## src/rtl/rf_pkg.sv

```systemverilog
// Shared definitions for the integer register-file write side.
package rf_pkg;

    localparam int XLEN      = 64;
    localparam int NREG      = 32;
    localparam int REG_IDX_W = 5;
    localparam int LQ_DEPTH  = 4;

    // One register-file write: destination index plus data.
    typedef struct packed {
        logic [REG_IDX_W-1:0] rd;
        logic [XLEN-1:0]      data;
    } wb_req_t;

endpackage

```

## src/rtl/rf_wb_arbiter_if.sv

```systemverilog
// Handshake and write-port bundle between decode/ALU/memory and the write arbiter.
interface rf_wb_arbiter_if
    import rf_pkg::*;
#(
    parameter int XLEN = rf_pkg::XLEN,
    parameter int NREG = rf_pkg::NREG
);

    logic                 alu_valid;
    logic                 alu_ready;
    logic [REG_IDX_W-1:0] alu_rd;
    logic [XLEN-1:0]      alu_data;

    logic                 ld_issue_valid;
    logic                 ld_issue_ready;
    logic [REG_IDX_W-1:0] ld_issue_rd;

    logic                 ld_resp_valid;
    logic                 ld_resp_ready;
    logic [REG_IDX_W-1:0] ld_resp_rd;
    logic [XLEN-1:0]      ld_resp_data;

    logic [REG_IDX_W-1:0] rs1_idx;
    logic [REG_IDX_W-1:0] rs2_idx;
    logic                 rs1_busy;
    logic                 rs2_busy;

    logic                 wen;
    logic [REG_IDX_W-1:0] index_rd;
    logic [XLEN-1:0]      data_rd;
    logic [NREG-1:0]      pending;

    // Producer/consumer side: ALU, decode and memory.
    modport master (
        output alu_valid, alu_rd, alu_data,
        output ld_issue_valid, ld_issue_rd,
        output ld_resp_valid, ld_resp_rd, ld_resp_data,
        output rs1_idx, rs2_idx,
        input  alu_ready, ld_issue_ready, ld_resp_ready,
        input  rs1_busy, rs2_busy,
        input  wen, index_rd, data_rd, pending
    );

    // Arbiter side.
    modport slave (
        input  alu_valid, alu_rd, alu_data,
        input  ld_issue_valid, ld_issue_rd,
        input  ld_resp_valid, ld_resp_rd, ld_resp_data,
        input  rs1_idx, rs2_idx,
        output alu_ready, ld_issue_ready, ld_resp_ready,
        output rs1_busy, rs2_busy,
        output wen, index_rd, data_rd, pending
    );

endinterface

```

## src/rtl/wb_fifo.sv

```systemverilog
// Small first-word-fall-through FIFO holding load returns until the write port is free.
module wb_fifo #(
    parameter int DEPTH = 4,
    parameter int WIDTH = 69
) (
    input  logic                     clk,
    input  logic                     rst,
    input  logic                     push,
    input  logic                     pop,
    input  logic [WIDTH-1:0]         din,
    output logic [WIDTH-1:0]         dout,
    output logic                     full,
    output logic                     empty,
    output logic [$clog2(DEPTH):0]   count
);

    localparam int PW = $clog2(DEPTH);
    localparam logic [PW:0] FULL_CNT = (PW+1)'(DEPTH);

    logic [WIDTH-1:0] mem [DEPTH];
    logic [PW-1:0]    rptr;
    logic [PW-1:0]    wptr;

    // Pointer and occupancy tracking; pointers wrap naturally at power-of-two depth.
    always_ff @(posedge clk) begin
        // NOTE: non-blocking assignments so every register updates from pre-edge values.
        if (rst) begin
            rptr  <= '0;
            wptr  <= '0;
            count <= '0;
        end else begin
            if (push) wptr <= wptr + 1'b1;
            if (pop)  rptr <= rptr + 1'b1;
            case ({push, pop})
                2'b10:   count <= count + 1'b1;
                2'b01:   count <= count - 1'b1;
                default: count <= count;
            endcase
        end
    end

    // Entry storage written at the tail.
    always_ff @(posedge clk) begin
        // NOTE: storage is not reset; the pointers and count alone decide what is valid.
        if (push) mem[wptr] <= din;
    end

    assign dout  = mem[rptr];
    assign full  = (count == FULL_CNT);
    assign empty = (count == '0);

endmodule

```

## src/rtl/rf_wb_arbiter.sv

```systemverilog
// Merges ALU results and buffered load returns onto the single register-file
// write port and tracks which registers still await load data.
module rf_wb_arbiter
    import rf_pkg::*;
#(
    parameter int XLEN     = rf_pkg::XLEN,
    parameter int LQ_DEPTH = rf_pkg::LQ_DEPTH,
    parameter int NREG     = rf_pkg::NREG
) (
    input  logic            clk,
    input  logic            rst,
    rf_wb_arbiter_if.slave  bus
);

    localparam int CW = $clog2(LQ_DEPTH) + 1;
    localparam int FW = REG_IDX_W + XLEN;

    logic [FW-1:0]        fifo_head;
    logic                 fifo_full;
    logic                 fifo_empty;
    logic [CW-1:0]        fifo_count;
    logic                 fifo_push;
    logic                 fifo_pop;
    logic [REG_IDX_W-1:0] head_rd;
    logic [XLEN-1:0]      head_data;

    logic                 sel_fifo;
    logic                 sel_alu;
    logic                 wr_en;
    logic [REG_IDX_W-1:0] wr_rd;
    logic [XLEN-1:0]      wr_data;

    logic                 set_en;
    logic                 clr_en;
    logic [NREG-1:0]      pending_q;
    logic [NREG-1:0]      pending_next;

    logic                 wen_q;
    logic [REG_IDX_W-1:0] index_rd_q;
    logic [XLEN-1:0]      data_rd_q;

    wb_fifo #(
        .DEPTH (LQ_DEPTH),
        .WIDTH (FW)
    ) u_fifo (
        .clk   (clk),
        .rst   (rst),
        .push  (fifo_push),
        .pop   (fifo_pop),
        .din   ({bus.ld_resp_rd, bus.ld_resp_data}),
        .dout  (fifo_head),
        .full  (fifo_full),
        .empty (fifo_empty),
        .count (fifo_count)
    );

    assign head_rd   = fifo_head[FW-1 -: REG_IDX_W];
    assign head_data = fifo_head[XLEN-1:0];

    // A full FIFO outranks the ALU so loads cannot starve; otherwise ALU first.
    assign sel_fifo  = ~fifo_empty & (fifo_full | ~bus.alu_valid);
    assign sel_alu   = bus.alu_valid & ~fifo_full;
    assign fifo_pop  = sel_fifo;

    assign bus.alu_ready     = ~fifo_full;
    assign bus.ld_resp_ready = ~fifo_full | fifo_pop;
    assign fifo_push         = bus.ld_resp_valid & bus.ld_resp_ready;

    // Select the source for next cycle's write; x0 targets are consumed silently.
    always_comb begin
        // NOTE: every variable gets a default first so no latch is inferred.
        wr_rd   = '0;
        wr_data = '0;
        if (sel_fifo) begin
            wr_rd   = head_rd;
            wr_data = head_data;
        end else if (sel_alu) begin
            wr_rd   = bus.alu_rd;
            wr_data = bus.alu_data;
        end
        wr_en = (sel_fifo | sel_alu) & (wr_rd != '0);
    end

    assign bus.ld_issue_ready = ~pending_q[bus.ld_issue_rd] | (bus.ld_issue_rd == '0);
    assign set_en = bus.ld_issue_valid & bus.ld_issue_ready & (bus.ld_issue_rd != '0);
    assign clr_en = sel_fifo & (head_rd != '0);

    // Scoreboard update: clear on load commit, then set on issue so a set wins.
    always_comb begin
        pending_next = pending_q;
        if (clr_en) pending_next[head_rd] = 1'b0;
        if (set_en) pending_next[bus.ld_issue_rd] = 1'b1;
        pending_next[0] = 1'b0;
    end

    // Registered write port and scoreboard state.
    always_ff @(posedge clk) begin
        if (rst) begin
            wen_q      <= 1'b0;
            index_rd_q <= '0;
            data_rd_q  <= '0;
            pending_q  <= '0;
        end else begin
            wen_q     <= wr_en;
            pending_q <= pending_next;
            if (wr_en) begin
                index_rd_q <= wr_rd;
                data_rd_q  <= wr_data;
            end
        end
    end

    assign bus.wen      = wen_q;
    assign bus.index_rd = index_rd_q;
    assign bus.data_rd  = data_rd_q;
    assign bus.pending  = pending_q;

    // Decode sees a register free in the same cycle its load data is committed.
    assign bus.rs1_busy = pending_q[bus.rs1_idx] & ~(clr_en & (head_rd == bus.rs1_idx));
    assign bus.rs2_busy = pending_q[bus.rs2_idx] & ~(clr_en & (head_rd == bus.rs2_idx));

    // Protocol checks on the surrounding pipeline.
    a_alu_to_pending: assert property (@(posedge clk) disable iff (rst)
        (bus.alu_valid && bus.alu_ready && bus.alu_rd != '0) |-> !pending_q[bus.alu_rd]);

    a_resp_not_pending: assert property (@(posedge clk) disable iff (rst)
        (bus.ld_resp_valid && bus.ld_resp_ready && bus.ld_resp_rd != '0) |-> pending_q[bus.ld_resp_rd]);

    a_count_bound: assert property (@(posedge clk) disable iff (rst)
        fifo_count <= CW'(LQ_DEPTH));

endmodule

```

## src/flat_wrapper.sv

```systemverilog
// flat-port wrapper written by rule: the top's interface ports become plain ports
module rf_wb_arbiter_flat import rf_pkg::*;
#(
    parameter int XLEN     = rf_pkg::XLEN,
    parameter int LQ_DEPTH = rf_pkg::LQ_DEPTH,
    parameter int NREG     = rf_pkg::NREG
)
  (clk, rst, bus_alu_valid, bus_alu_rd, bus_alu_data, bus_ld_issue_valid, bus_ld_issue_rd, bus_ld_resp_valid, bus_ld_resp_rd, bus_ld_resp_data, bus_rs1_idx, bus_rs2_idx, bus_alu_ready, bus_ld_issue_ready, bus_ld_resp_ready, bus_rs1_busy, bus_rs2_busy, bus_wen, bus_index_rd, bus_data_rd, bus_pending);
  rf_wb_arbiter_if #(.XLEN(XLEN), .NREG(NREG)) bus_i ();
  input  logic clk;
  input  logic rst;
  input wire logic [$bits(bus_i.alu_valid)-1:0] bus_alu_valid;
  input wire logic [$bits(bus_i.alu_rd)-1:0] bus_alu_rd;
  input wire logic [$bits(bus_i.alu_data)-1:0] bus_alu_data;
  input wire logic [$bits(bus_i.ld_issue_valid)-1:0] bus_ld_issue_valid;
  input wire logic [$bits(bus_i.ld_issue_rd)-1:0] bus_ld_issue_rd;
  input wire logic [$bits(bus_i.ld_resp_valid)-1:0] bus_ld_resp_valid;
  input wire logic [$bits(bus_i.ld_resp_rd)-1:0] bus_ld_resp_rd;
  input wire logic [$bits(bus_i.ld_resp_data)-1:0] bus_ld_resp_data;
  input wire logic [$bits(bus_i.rs1_idx)-1:0] bus_rs1_idx;
  input wire logic [$bits(bus_i.rs2_idx)-1:0] bus_rs2_idx;
  output wire logic [$bits(bus_i.alu_ready)-1:0] bus_alu_ready;
  output wire logic [$bits(bus_i.ld_issue_ready)-1:0] bus_ld_issue_ready;
  output wire logic [$bits(bus_i.ld_resp_ready)-1:0] bus_ld_resp_ready;
  output wire logic [$bits(bus_i.rs1_busy)-1:0] bus_rs1_busy;
  output wire logic [$bits(bus_i.rs2_busy)-1:0] bus_rs2_busy;
  output wire logic [$bits(bus_i.wen)-1:0] bus_wen;
  output wire logic [$bits(bus_i.index_rd)-1:0] bus_index_rd;
  output wire logic [$bits(bus_i.data_rd)-1:0] bus_data_rd;
  output wire logic [$bits(bus_i.pending)-1:0] bus_pending;
  assign bus_i.alu_valid = bus_alu_valid;
  assign bus_i.alu_rd = bus_alu_rd;
  assign bus_i.alu_data = bus_alu_data;
  assign bus_i.ld_issue_valid = bus_ld_issue_valid;
  assign bus_i.ld_issue_rd = bus_ld_issue_rd;
  assign bus_i.ld_resp_valid = bus_ld_resp_valid;
  assign bus_i.ld_resp_rd = bus_ld_resp_rd;
  assign bus_i.ld_resp_data = bus_ld_resp_data;
  assign bus_i.rs1_idx = bus_rs1_idx;
  assign bus_i.rs2_idx = bus_rs2_idx;
  assign bus_alu_ready = bus_i.alu_ready;
  assign bus_ld_issue_ready = bus_i.ld_issue_ready;
  assign bus_ld_resp_ready = bus_i.ld_resp_ready;
  assign bus_rs1_busy = bus_i.rs1_busy;
  assign bus_rs2_busy = bus_i.rs2_busy;
  assign bus_wen = bus_i.wen;
  assign bus_index_rd = bus_i.index_rd;
  assign bus_data_rd = bus_i.data_rd;
  assign bus_pending = bus_i.pending;
  rf_wb_arbiter #(.XLEN(XLEN), .LQ_DEPTH(LQ_DEPTH), .NREG(NREG)) u_core (.clk(clk), .rst(rst), .bus(bus_i));
endmodule
```

## config.mk

```make
export PLATFORM = sky130hd
export DESIGN_NAME = rf_wb_arbiter_flat
export DESIGN_NICKNAME = d
export VERILOG_FILES = /design/src/rtl/rf_pkg.sv /design/src/rtl/rf_wb_arbiter_if.sv /design/src/rtl/wb_fifo.sv /design/src/rtl/rf_wb_arbiter.sv /design/src/flat_wrapper.sv
export SDC_FILE = /design/constraint.sdc
export NUM_CORES = 1
export LEC_CHECK = 0
export ABC_AREA = 1
export BUFFER_PORTS_ARGS = -buffer_cell sky130_fd_sc_hd__buf_2
export CAP_MARGIN = 5
export CELL_PAD_IN_SITES_DETAIL_PLACEMENT = 1
export CELL_PAD_IN_SITES_GLOBAL_PLACEMENT = 1
export CORE_UTILIZATION = 47
export DETAILED_ROUTE_END_ITERATION = 16
export PLACE_DENSITY = 0.92
export SLEW_MARGIN = 20
export SYNTH_ARGS = -nofsm -noshare
export SYNTH_HDL_FRONTEND = slang
export SYNTH_SLANG_ARGS = --single-unit
```

## constraint.sdc

```tcl
create_clock -name clk -period 6.15 [get_ports clk]
set_input_delay 1.23 -clock clk [delete_from_list [all_inputs] [get_ports clk]]
set_output_delay 1.23 -clock clk [all_outputs]
set_load 0.02 [all_outputs]
```

==> results of run 1 <==
## cells by family (layout without fill, tap and decap cells)
group           Yosys count  in the layout
xor+xnor                  8              8
buf+inv                 247            494
flops                   386            386
fa+ha+maj                 6              6
other cells               2             16
compound gates          395            395
simple gates            692            692
## final cells by class
class,count,area (sq um),area share
inverter,140,533,0.0272
clock inverter,19,111,0.00568
multi-input combinational,1103,5260,0.268
sequential,386,10500,0.536
tap,455,569,0.0291
clock buffer,57,1140,0.0580
timing repair buffer,278,1460,0.0743
antenna,14,35.0,0.00179
## state kept, by name, summed over array words and instances (netlist names), named ones only
register / cells
u_core.u_fifo.mem: 276
u_core.bus.data_rd: 64
u_core.bus.pending: 31
u_core.bus.index_rd: 5
u_core.u_fifo.count: 3
u_core.u_fifo.rptr: 2
u_core.u_fifo.wptr: 2
u_core.bus.wen: 1
## through the flow
step | util | std cells | cell area (sq um)
finish | 0.563 | 2452 | 19600
global route | 0.563 | 2446 | 19600
CTS | 0.562 | 2437 | 19500
detailed placement | 0.526 | 2361 | 18300
global placement | 0.526 | 2361 | 18300
floorplan | - | 1736 | 16800
## where the power goes
part	internal, W	switching (W)
logic	0.000956	0.00220
registers	0.00311	0.000189
clock network	0.00130	0.00102
total	0.00537	0.00340
## cells in the final DEF, fill, tap and decap left out, types with 31 or more instances in the layout
cell	n
dfxtp_1	108
nand3_1	47
buf_2	262
nor2_1	324
inv_1	130
nand4_1	31
edfxtp_1	276
o22ai_1	64
clkbuf_16	41
a21oi_1	60
nand2_1	274
o21ai_0	193
a22o_1	64
## layer usage
layer	up-vias	part of all wire
li1	6403	-
met2	490	0.51
met4	10	0.037
met3	124	0.064
met1	6793	0.39
met5	-	0.0012
## critical path, delay by kind of cell
kind	cells	cell delay, ns
and+or+nand+nor	7	0.79
buffers and inverters	3	0.78
## how the worst max path moves through the flow
stage,end,startpoint,slack (ns),cells past startpoint
floorplan,bus_ld_issue_ready,bus_ld_issue_rd[1],2.33,9
global placement,bus_ld_issue_ready,bus_ld_issue_rd[0],2.15,10
detailed placement,bus_ld_issue_ready,bus_ld_issue_rd[0],2.13,10
CTS,bus_ld_issue_ready,bus_ld_issue_rd[0],2.12,10
global route,bus_ld_issue_ready,bus_ld_issue_rd[0],1.93,10
finish,bus_ld_issue_ready,bus_ld_issue_rd[0],2.10,10
==> results.md, run 1 <==
* Total wire length at around 53000 um
* Die ar. at about 0.036 sq mm
* Vias/cell at 5.64
* DR pass1 iterations at 5
* Seq/Total Area, Yosys at 0.625
* Number of nets with antenna violations after routing at 0
* Most frequent cells after synthesis: nor2_1 (324), edfxtp_1 (276), nand2_1 (274)
* Drt drc at 0
* Minimum clock period at 4.05 ns
* Yosys Warn Count at 0
* Actual slew at the worst max-slew pin at ~1.1 ns
* Row Count at 68
* Post-CTS Setup Bufs at 0
* Cts repair resizes at 0
* Ports at 265
* Crit share post-route at 0.659
* Synthesized Nets at 1900
* Root Driver: clkbuf_16
* Initial antenna violation count at 19
* Setup TNS at 0 ns
* NumNets Final at approximately 2.1k
* GR Util met1 at 0.333
* Min-delay worst type: register to register
* Worst reg-to-reg setup slack at 2.76 ns
* Layout cells sized above 1 at 0.179
* Top cells by area, synth: edfxtp_1 (49%), dfxtp_1 (13%), nor2_1 (7.3%), nand2_1 (6.1%), o21ai_0 (5.8%)
* Busiest metal layer after global routing: met2
* Grt ovf at 0
* WS Path Type: primary input to output pin
* Layout area overhead at 16.8%
* Status: finished clean
* DP Wirelength at 33200 um
* Netlist cell types at 29
* Slew Limit Fails at 0
* CP Data Arrival Time at 2.82 ns
* Worst-skew pair later-pin latency at between 0.5 and 0.6 ns
* Slowest cell delay on critical path at 0.32 ns
* Die width at 191 um
* Critical path's slowest cell: nand2_1
* Hold Vio Cnt, Final at 0
* Initial DRC Count at 896
* First-pass GRT wire length at 80000 um
* Routability Congestion at 0.890
* Post-synth EDFFs at ~280
* Max-slew headroom at 0.272
* Worst hold slack at ~0.48 ns
* Global Route met2 Usage at 0.506
* Compound-Gate Fraction of Synth Area at 0.139
* Cell count after synthesis at 1736
* CORE AREA at 0.0348 sq mm
* Starting Density at 0.482
* Combinational family with the most area after synthesis: simple AND/OR/NAND/NOR gates
* Final Power at ~0.0088 W
* Post-synthesis adder-cell area fraction at 0.00492
* Flops & latches, synth at 386
* Lkg Pwr at 7.85 nW
* Clk sinks at between 300 and 400
* Min-delay src: u_core.bus.index_rd[0]$_SDFFE_PP0P_
* Most frequent cell after synthesis: nor2_1
* Critical Path, Cell by Cell: buf_2 > inv_1 > nand2_1 > nor2_1 > nor2_1 > nand2_1 > nand2_1 > nand2_1 > nor4_1 > buf_2
* Clock Skews at around 0.026 ns
* Post-place setup slack at approximately 2.1 ns
* Setup crit end kind: output pin
* Post-synthesis simple-gate area fraction at 0.165
* Worst reg2reg path endpoint: u_core.bus.data_rd[34]$_SDFFE_PP0P_
* TritonCTS clock tree: built
* Reg clk slew, reported paths at 0.06 ns
* Worst setup SP type: primary input
* CTS Buf Count at 41
* Avg Inst Size Synth at around 9.7 sq um
* Clock buffer depth at 3
* Async S/R FF share, synth at 0
* Met3 Track Usage GR at 0.0624
* RSZ-0062 raised after global routing: false
* Setup violators final at 0
* Mapped Area at between 0.015 and 0.02 sq mm
* Worst VDD drop at about 0.33 mV
* CTS Hold Bufs at 0
* Total GRT Usage at 0.286
* Total of max-cap violations at 0
* Final worst-path setup slack at between 2 and 2.5 ns
* Htree depth at 2
* Number of global-route vias before repair at 14.5k
* Post-synth top area share at 0.494
* Cell mode on critical path: nand2_1
* Routed WL per cell at roughly 22 um
* Synth Area in XOR/XNOR at 0.00418
* Fill cells at 3936
* Maximum clock frequency at 247 MHz
* Via count at around 14k
* Port Buffer Count at roughly 260
* Post-synthesis mux area share at 0
* Max Fanout on Critical Path at 21
* Top_reg_cell synth: edfxtp_1
* Cell depth of the worst hold path at 2
* R2R depth at 12
* Largest net degree at the start of global routing at 111
* Die height at 191 um
* Worst EP required at 4.92 ns
* Hold Crit Endpoint: u_core.bus.index_rd[0]$_SDFFE_PP0P_
* Power Dens Cells at 448 mW/mm^2
* Yosys top cell by area: edfxtp_1
Note: power is estimated with default switching activity, not from simulation.
==> run 2, diff against run 1 <==
Settings changed: CORE_UTILIZATION 47 to 44, PLACE_DENSITY 0.92 to 0.87.
Clock period 6.15 ns to 3.9 ns, I/O delays scaled along.
==> results.md, run 2 (same netlist as run 1, synthesis figures left out) <==
* Status: finished clean
* Clock buffer depth at 3
* Starting Density at 0.446
* First-pass GRT wire length at 79500 um
* DP Wirelength at 33000 um
* Total of max-cap violations at 0
* Critical path's slowest cell: nand2_1
* Worst VDD drop at 0.545 mV
* Slew Limit Fails at 0
* Htree depth at 2
* RSZ-0062 raised after global routing: false
* Placed insts at approximately 2.4k
* Maximum clock frequency at about 310 MHz
* Power Dens Cells at 718 mW/mm^2
* Finished Layout Cells at 2507
* Reg clk slew, reported paths at 0.06 ns
* Max-slew headroom at 0.374
* Die ar. at 0.0389 sq mm
* Max Fanout on Critical Path at 21
* Number of global-route vias before repair at about 14k
* Clock Skews at 0.0210 ns
* TritonCTS clock tree: built
* Total GRT Usage at 0.265
* Root Driver: clkbuf_16
* Worst setup SP type: primary input
* Critical Path, Cell by Cell: buf_2 > inv_1 > nand2_1 > nor2_1 > nor2_1 > nand2_1 > nand2_1 > nand2_1 > nor4_1 > buf_2
* Cell mode on critical path: nand2_1
* Via count at 13.6k
* Routed WL per cell at 20.8 um
* Drt drc at 0
* Most frequent cells in the layout: nor2_1 (324), edfxtp_1 (276), nand2_1 (274)
* Routability Congestion at 0.912
* WS Path Type: primary input to output pin
* Total wire length at 52100 um
* Actual slew at the worst max-slew pin at between 0.9 and 1 ns
* CORE AREA at 0.0376 sq mm
* Fill cells at 4226
* Initial antenna violation count at 15
* Worst EP required at about 3.1 ns
* Slowest cell delay on critical path at roughly 0.33 ns
* Port Buffer Count at approximately 260
* Worst hold slack at roughly 0.44 ns
* Most flop-heavy register: u_core.u_fifo.mem
* CP Data Arrival Time at 2.46 ns
* Initial DRC Count at 855
* Layout area overhead at 18.9%
* Layout cells sized above 1 at 0.185
* Ports at around 270
* Setup crit end kind: output pin
* Cts repair resizes at 0
* Worst-skew pair later-pin latency at ~0.55 ns
* NumNets Final at 2118
* Largest register FFs at between 200 and 300
* Min-delay worst type: primary input to register
* Largest net degree at the start of global routing at 119
* Setup TNS at 0 ns
* Post-place setup slack at 0.684 ns
* Number of nets with antenna violations after routing at 0
* Row Count at 71
* Lkg Pwr at 7.98 nW
* Clk sinks at 386
* Setup violators final at 0
* Die width at 197 um
* DR pass1 iterations at 4
* Post-layout util at 0.531
* Hold Vio Cnt, Final at 0
* Final worst-path setup slack at 0.663 ns
* Grt ovf at 0
* Minimum clock period at roughly 3.2 ns
* CTS Hold Bufs at 0
* Crit share post-route at 0.830
* Most common cell after layout, fill and taps aside: nor2_1
* Post-CTS Setup Bufs at 0
* Vias/cell at about 5.4
* Die height at 197 um
* CTS Buf Count at 42
==> run 2: per-stage QoR <==
step / power, W / instance area, sq um
2_1_floorplan: 0.00864 / 16800
3_3_place_gp: 0.00990 / 18500
3_5_place_dp: 0.0102 / 18500
4_1_cts: 0.0144 / 19900
5_1_grt: 0.0151 / 19900
6_report: 0.0143 / 19900
==> run 2: cell type report <==
type | count | area, sq um | share of cell area
sequential | 386 | 10500 | 0.526
tap | 511 | 639 | 0.0321
clock buffer | 63 | 1280 | 0.0644
timing repair buffer | 281 | 1530 | 0.0769
antenna | 8 | 20.0 | 0.00100
clock inverter | 15 | 176 | 0.00885
multi-input combinational | 1103 | 5260 | 0.264
inverter | 140 | 533 | 0.0267
==> run 2: path summary, 6_finish.rpt <==
| path | start | to | slack, ns | cells past startpoint |
|---|---|---|---|---|
| max | bus_ld_issue_rd[0] | bus_ld_issue_ready | 0.66 | 10 |
| min | bus_ld_resp_data[40] | u_core.u_fifo.mem[1][40]$_DFFE_PP_ | 0.44 | 1 |
| min reg2reg | u_core.u_fifo.rptr[1]$_SDFFE_PP0N_ | register | 0.46 | 2 |
| max reg2reg | register | u_core.bus.data_rd[29]$_SDFFE_PP0P_ | 1.42 | 12 |
==> run 2: routing by layer <==
layer,global-route usage,vias up,share of wire
met5,0,-,0.0019
met4,0.0970,16,0.028
met3,0.0502,110,0.059
met2,0.464,430,0.50
met1,0.324,6693,0.41
li1,-,6396,-
==> run 2: critical path, delay by kind of cell <==
| family | cells | cell delay (ns) |
|---|---|---|
| buffers and inverters | 3 | 0.80 |
| and+or+nand+nor | 7 | 0.86 |
==> run 2: where the power goes <==
part / total [W] / switching, W / internal, W
logic: 0.00498 / 0.00346 / 0.00153
registers: 0.00520 / 0.000286 / 0.00491
clock network: 0.00413 / 0.00164 / 0.00249
